`config.mk`:
```
export PLATFORM = sky130hd
export DESIGN_NAME = mix_columns_seq
export DESIGN_NICKNAME = d
export VERILOG_FILES = /design/src/rtl/aes_pkg.sv /design/src/rtl/mix_col_unit.sv /design/src/rtl/mix_columns_seq.sv
export SDC_FILE = /design/constraint.sdc
export NUM_CORES = 1
export LEC_CHECK = 0
export ABC_CLOCK_PERIOD_IN_PS = 7900
export BUFFER_PORTS_ARGS = -buffer_cell sky130_fd_sc_hd__buf_2
export CAP_MARGIN = 0
export CORE_AREA = 5 5 134 187
export DETAILED_ROUTE_END_ITERATION = 12
export DIE_AREA = 0 0 139 192
export GPL_TIMING_DRIVEN = 0
export SETUP_SLACK_MARGIN = 0.1
export SYNTH_ARGS = -nofsm -noshare
export SYNTH_HDL_FRONTEND = slang
export SYNTH_SLANG_ARGS = --single-unit
```
`constraint.sdc`:
```
create_clock -name clk -period 7.9 [get_ports clk]
set_clock_uncertainty 0.05 [all_clocks]
set_input_delay 0.395 -clock clk [delete_from_list [all_inputs] [get_ports clk]]
set_output_delay 0.395 -clock clk [all_outputs]
set_load 0.05 [all_outputs]
```
`src/rtl/aes_pkg.sv`:
```
// Shared AES definitions for the round datapath: state width, GF(2^8) helpers and
// the MixColumns sequencer state encoding.
package aes_pkg;

    localparam int         AES_STATE_W = 128;
    localparam logic [7:0] GF_RED      = 8'h1b;

    typedef logic [1:0] mc_state_t;
    localparam mc_state_t ST_IDLE = 2'd0;
    localparam mc_state_t ST_RUN  = 2'd1;
    localparam mc_state_t ST_DONE = 2'd2;

    function automatic logic [7:0] xtime(input logic [7:0] b);
        return {b[6:0], 1'b0} ^ (b[7] ? GF_RED : 8'h00);
    endfunction

    // Only the constants used by the (Inv)MixColumns matrices are supported.
    function automatic logic [7:0] gf_mul(input logic [7:0] b, input logic [7:0] c);
        logic [7:0] x2;
        logic [7:0] x4;
        logic [7:0] x8;
        logic [7:0] res;
        x2 = xtime(b);
        x4 = xtime(x2);
        x8 = xtime(x4);
        case (c)
            8'h01:   res = b;
            8'h02:   res = x2;
            8'h03:   res = x2 ^ b;
            8'h09:   res = x8 ^ b;
            8'h0b:   res = x8 ^ x2 ^ b;
            8'h0d:   res = x8 ^ x4 ^ b;
            8'h0e:   res = x8 ^ x4 ^ x2;
            default: res = 8'h00;
        endcase
        return res;
    endfunction

endpackage

```
`src/rtl/mix_col_unit.sv`:
```
// Combinational MixColumns / InvMixColumns for a single 32-bit column (row 0 in
// the top byte).
module mix_col_unit
    import aes_pkg::*;
#(
    parameter int INV_SUPPORT = 1
) (
    input  logic [31:0] col_in,
    input  logic        inv,
    output logic [31:0] col_out
);

    localparam logic [7:0] FWD_C [4] = '{8'h02, 8'h03, 8'h01, 8'h01};
    localparam logic [7:0] INV_C [4] = '{8'h0e, 8'h0b, 8'h0d, 8'h09};

    logic use_inv;
    assign use_inv = (INV_SUPPORT != 0) && inv;

    // Circulant matrix: output row r = sum over k of coef[k] * in[(r+k) mod 4].
    always_comb begin
        col_out = '0;
        for (int r = 0; r < 4; r++) begin
            for (int k = 0; k < 4; k++) begin
                col_out[31-8*r -: 8] = col_out[31-8*r -: 8]
                    ^ gf_mul(col_in[31-8*((r+k)%4) -: 8], use_inv ? INV_C[k] : FWD_C[k]);
            end
        end
    end

endmodule

```
`src/rtl/mix_columns_seq.sv`:
```
// Sequential AES MixColumns engine: transforms COLS_PER_CYCLE columns per clock
// in place and hands the finished state out over valid/ready.
//
// state   | meaning
// IDLE    | empty, waiting for an input state
// RUN     | working register being transformed one column group per cycle
// DONE    | result presented, waiting for out_ready
module mix_columns_seq
    import aes_pkg::*;
#(
    parameter int COLS_PER_CYCLE = 1,
    parameter int INV_SUPPORT    = 1
) (
    input  logic                   clk,
    input  logic                   rst,
    input  logic                   in_valid,
    output logic                   in_ready,
    input  logic [AES_STATE_W-1:0] in_state,
    input  logic                   in_inv,
    output logic                   out_valid,
    input  logic                   out_ready,
    output logic [AES_STATE_W-1:0] out_state,
    output logic                   busy
);

    if (COLS_PER_CYCLE != 1 && COLS_PER_CYCLE != 2 && COLS_PER_CYCLE != 4) begin : g_bad_cpc
        $error("mix_columns_seq: COLS_PER_CYCLE must be 1, 2 or 4");
    end

    localparam int         K        = 4 / COLS_PER_CYCLE;
    localparam logic [1:0] LAST_GRP = 2'(K - 1);

    mc_state_t              state_q;
    logic [1:0]             cnt_q;
    logic [AES_STATE_W-1:0] work_q;
    logic                   inv_q;

    logic [31:0] col_in  [COLS_PER_CYCLE];
    logic [31:0] col_out [COLS_PER_CYCLE];

    for (genvar i = 0; i < COLS_PER_CYCLE; i++) begin : g_col
        assign col_in[i] = work_q[AES_STATE_W-1-32*(int'(cnt_q)*COLS_PER_CYCLE+i) -: 32];

        mix_col_unit #(
            .INV_SUPPORT(INV_SUPPORT)
        ) u_col (
            .col_in (col_in[i]),
            .inv    (inv_q),
            .col_out(col_out[i])
        );
    end

    // Accepting in DONE only when the result leaves on the same edge removes the IDLE bubble.
    assign in_ready  = (state_q == ST_IDLE) || ((state_q == ST_DONE) && out_ready);
    assign out_valid = (state_q == ST_DONE);
    assign out_state = work_q;
    assign busy      = (state_q != ST_IDLE);

    always_ff @(posedge clk or posedge rst) begin
        if (rst) begin
            state_q <= ST_IDLE;
            cnt_q   <= '0;
            work_q  <= '0;
            inv_q   <= 1'b0;
        end else begin
            case (state_q)
                ST_IDLE: begin
                    if (in_valid) begin
                        work_q  <= in_state;
                        inv_q   <= in_inv;
                        cnt_q   <= '0;
                        state_q <= ST_RUN;
                    end
                end
                ST_RUN: begin
                    for (int i = 0; i < COLS_PER_CYCLE; i++) begin
                        work_q[AES_STATE_W-1-32*(int'(cnt_q)*COLS_PER_CYCLE+i) -: 32] <= col_out[i];
                    end
                    if (cnt_q == LAST_GRP) begin
                        cnt_q   <= '0;
                        state_q <= ST_DONE;
                    end else begin
                        cnt_q <= cnt_q + 2'd1;
                    end
                end
                ST_DONE: begin
                    if (out_ready) begin
                        if (in_valid) begin
                            work_q  <= in_state;
                            inv_q   <= in_inv;
                            cnt_q   <= '0;
                            state_q <= ST_RUN;
                        end else begin
                            state_q <= ST_IDLE;
                        end
                    end
                end
                default: state_q <= ST_IDLE;
            endcase
        end
    end

endmodule

```
==> results.md <==
- Mapped Nets: 1063
- Fill count: 2288
- Detailed-router iteration count before antenna repair: 5
- Critical path's slowest cell: mux4_2
- Total track usage: 28.3%
- Num CTS Buffers: 17
- Final period util: 46.3%
- Vias in the first global route: 9173
- Worst setup EP type: register
- First-pass GRT wire length: 56.4 mm
- Worst-path clk slew: 0.06 ns
- Max_slew headroom: 32.0%
- Initial core utilization: 39.2%
- Residual DRC: 0
- Area Growth Syn to Fin: 26.1%
- Fraction of registers with async set/reset: 100%
- Final-stage net count: 1348
- WHS: 0.174 ns
- Initial antenna violation count: 2
- Core Rows: 66
- #FFs+latches synth: 133
- Buffers & Inverters on Critical Path: 2
- Final WL: 38.8 mm
- Crit path kind: reg2reg
- Pin count of the biggest net entering global routing: 84
- Die H: 192 µm
- Post-Syn Instances: 926
- Status: complete, no violations
- Yosys cell types: 48
- Met1 GRT Util: 31.9%
- CTS Buffer Depth: 2
- Vias post-DR: 8990
- GPL Wtd Cong: 0.924
- Sink Count: 133
- Most used cells in the layout excluding fill and tap cells: buf_2 (269), nor2_1 (151), dfrtp_1 (133)
- Clk_lat worst skew: 0.44 ns
- Fin. Hold Viols: 0
- Wire length per cell: 25.3 µm
- CP delay by family, top: XOR/XNOR gates
- Slew Limit Fails: 0
- Tightest Pin Transition: 1.02 ns
- Syn avg cell area: 9.79 µm²
- H-tree depth: 4
- Crit-path max cell delay: 0.64 ns
- Hold Buf Count CTS: 1
- Final setup viols: 0
- Tmin final: 3.66 ns
- Post-DP HPWL: 29.2 mm
- Via/cell ratio: 5.87
- 1st-iter DRT viols: 718
- Die area: 0.0267 mm²
- Fmax: 273 MHz
- Core area: 0.0231 mm²
- IO Port Bufs: 263
- Antenna Violating Nets Remaining: 0
- Part of the Yosys area used for sequential elements: 36.7%
- Worst-case reg-to-reg path depth: 9
- Crit path DAT: 3.97 ns
- CP cell instances: buf_6 -> buf_4 -> mux4_2 -> xnor2_1 -> xnor3_1 -> xnor3_1 -> a21oi_1 -> o21ai_0 -> a21oi_1
- Post-CTS setup buffer count: 0
- Max FO, Critical Path: 10
- Count of flip-flops with a built-in enable after synthesis: 0
- WP depth: 9
- CP Launch Type: register
- Met2 Use GR: 50.3%
- Share of layout cells above drive strength 1: 29.4%
- Cell Area, Synth: 0.00907 mm²
- Post_cts resized: 0
- Commonest non-fill, non-tap cell in the layout: buf_2
- Root buffer cell: clkbuf_16
- CTS tree: done
- Cells after DPL: 1497
- Yosys warns: 0
- Most used flip-flop cell after synthesis: dfrtp_1
- Max Cap Viol: 0
- Met3 usage: 5.50%
- GR peak layer: met2
- Data required, critical path: 8.21 ns
- # IOs: 264
- HP Class: in2reg
- Gr ovfl total: 0
- Final setup TNS: 0 ns
- Die Width: 139 µm
- Unrepaired setup endpoints after global routing: no
- Final Non-Filler Cells: 1532
- Hold path depth: 3
## through the flow
stage / util, % / worst slack (ns) / instance area [µm²]
2_1_floorplan: - / 3.90 / 9070
3_3_place_gp: 46.6 / 2.04 / 10800
3_5_place_dp: 46.8 / 4.27 / 10800
4_1_cts: 49.4 / 4.25 / 11400
5_1_grt: 49.4 / 4.03 / 11400
6_report: 49.4 / 4.24 / 11400
## flip-flops by register name, indices dropped and copies added (netlist names)
register	flops
out_state	128
cnt_q	2
state_q	2
inv_q	1
## cell type report
| class | instances | area [µm²] | area share (%) |
|---|---|---|---|
| antenna | 2 | 5.00 | 0.0438 |
| timing repair buffer | 266 | 1360 | 11.9 |
| clock inverter | 9 | 125 | 1.09 |
| sequential | 133 | 3330 | 29.1 |
| tap | 306 | 383 | 3.35 |
| clock buffer | 23 | 478 | 4.18 |
| inverter | 6 | 27.5 | 0.241 |
| multi-input combinational | 717 | 5400 | 47.2 |
| buffer | 70 | 328 | 2.87 |
## worst reg2reg max path, delay by kind of cell (launching register included)
| kind | cells | cell delay, ns |
|---|---|---|
| flops | 1 | 0.39 |
| xor+xnor | 3 | 1.31 |
| compound gates | 3 | 0.65 |
| mux | 1 | 0.65 |
| buf+inv | 2 | 0.54 |
## cell families (layout without fill, tap and decap cells)
kind of cell / after synthesis / count (layout) / synth area share (%)
xor gates and xnor gates: 152 / 152 / 20.4
adders and majority gates: 4 / 4 / 0.552
other: 0 / 2 / 0
muxes: 34 / 34 / 8.43
DFF: 133 / 133 / 36.7
AOI/OAI and AO/OA: 306 / 306 / 19.8
buffers and inverters: 76 / 374 / 3.86
and+or+nand+nor: 221 / 221 / 10.3
## path summary, 6_finish.rpt
kind                               start             end  slack, ns
max                             cnt_q[1]  out_state[117]       4.24
min                            out_ready      state_q[0]       0.17
max reg2reg                     cnt_q[1]  out_state[117]       4.24
min reg2reg                out_state[57]   out_state[57]       0.44
max in group asynchronous            rst        cnt_q[1]       6.48
min in group asynchronous            rst  out_state[127]       0.49
## cells in the mapped netlist (all sizes together), types with 3 or more instances
cell type / number / area share, %
ha: 4 / 0.55
a221oi: 36 / 3.5
a31oi: 8 / 0.55
a21oi: 132 / 7.3
inv: 5 / 0.21
a32oi: 20 / 1.9
nor2b: 5 / 0.34
nand2: 30 / 1.2
nor2: 152 / 6.3
or3: 5 / 0.34
dfrtp: 133 / 37
clkbuf: 55 / 2.3
o21a: 4 / 0.33
o22ai: 16 / 1.1
and3: 17 / 1.2
xor2: 27 / 2.8
nand3: 3 / 0.17
mux4: 32 / 8.2
buf: 15 / 1.3
o21ai: 86 / 4.7
xnor2: 99 / 11
xnor3: 25 / 6.2
## layer usage
layer | wire length, µm | up-vias
met2 | 20100 | 533
li1 | - | 3937
met3 | 2740 | 124
met4 | 2010 | 0
met1 | 14000 | 4396
met5 | 0 | -
Power is left out: the tool's default activity adds up to more than one toggle a clock period on the data nets, which glitch-free logic cannot reach.
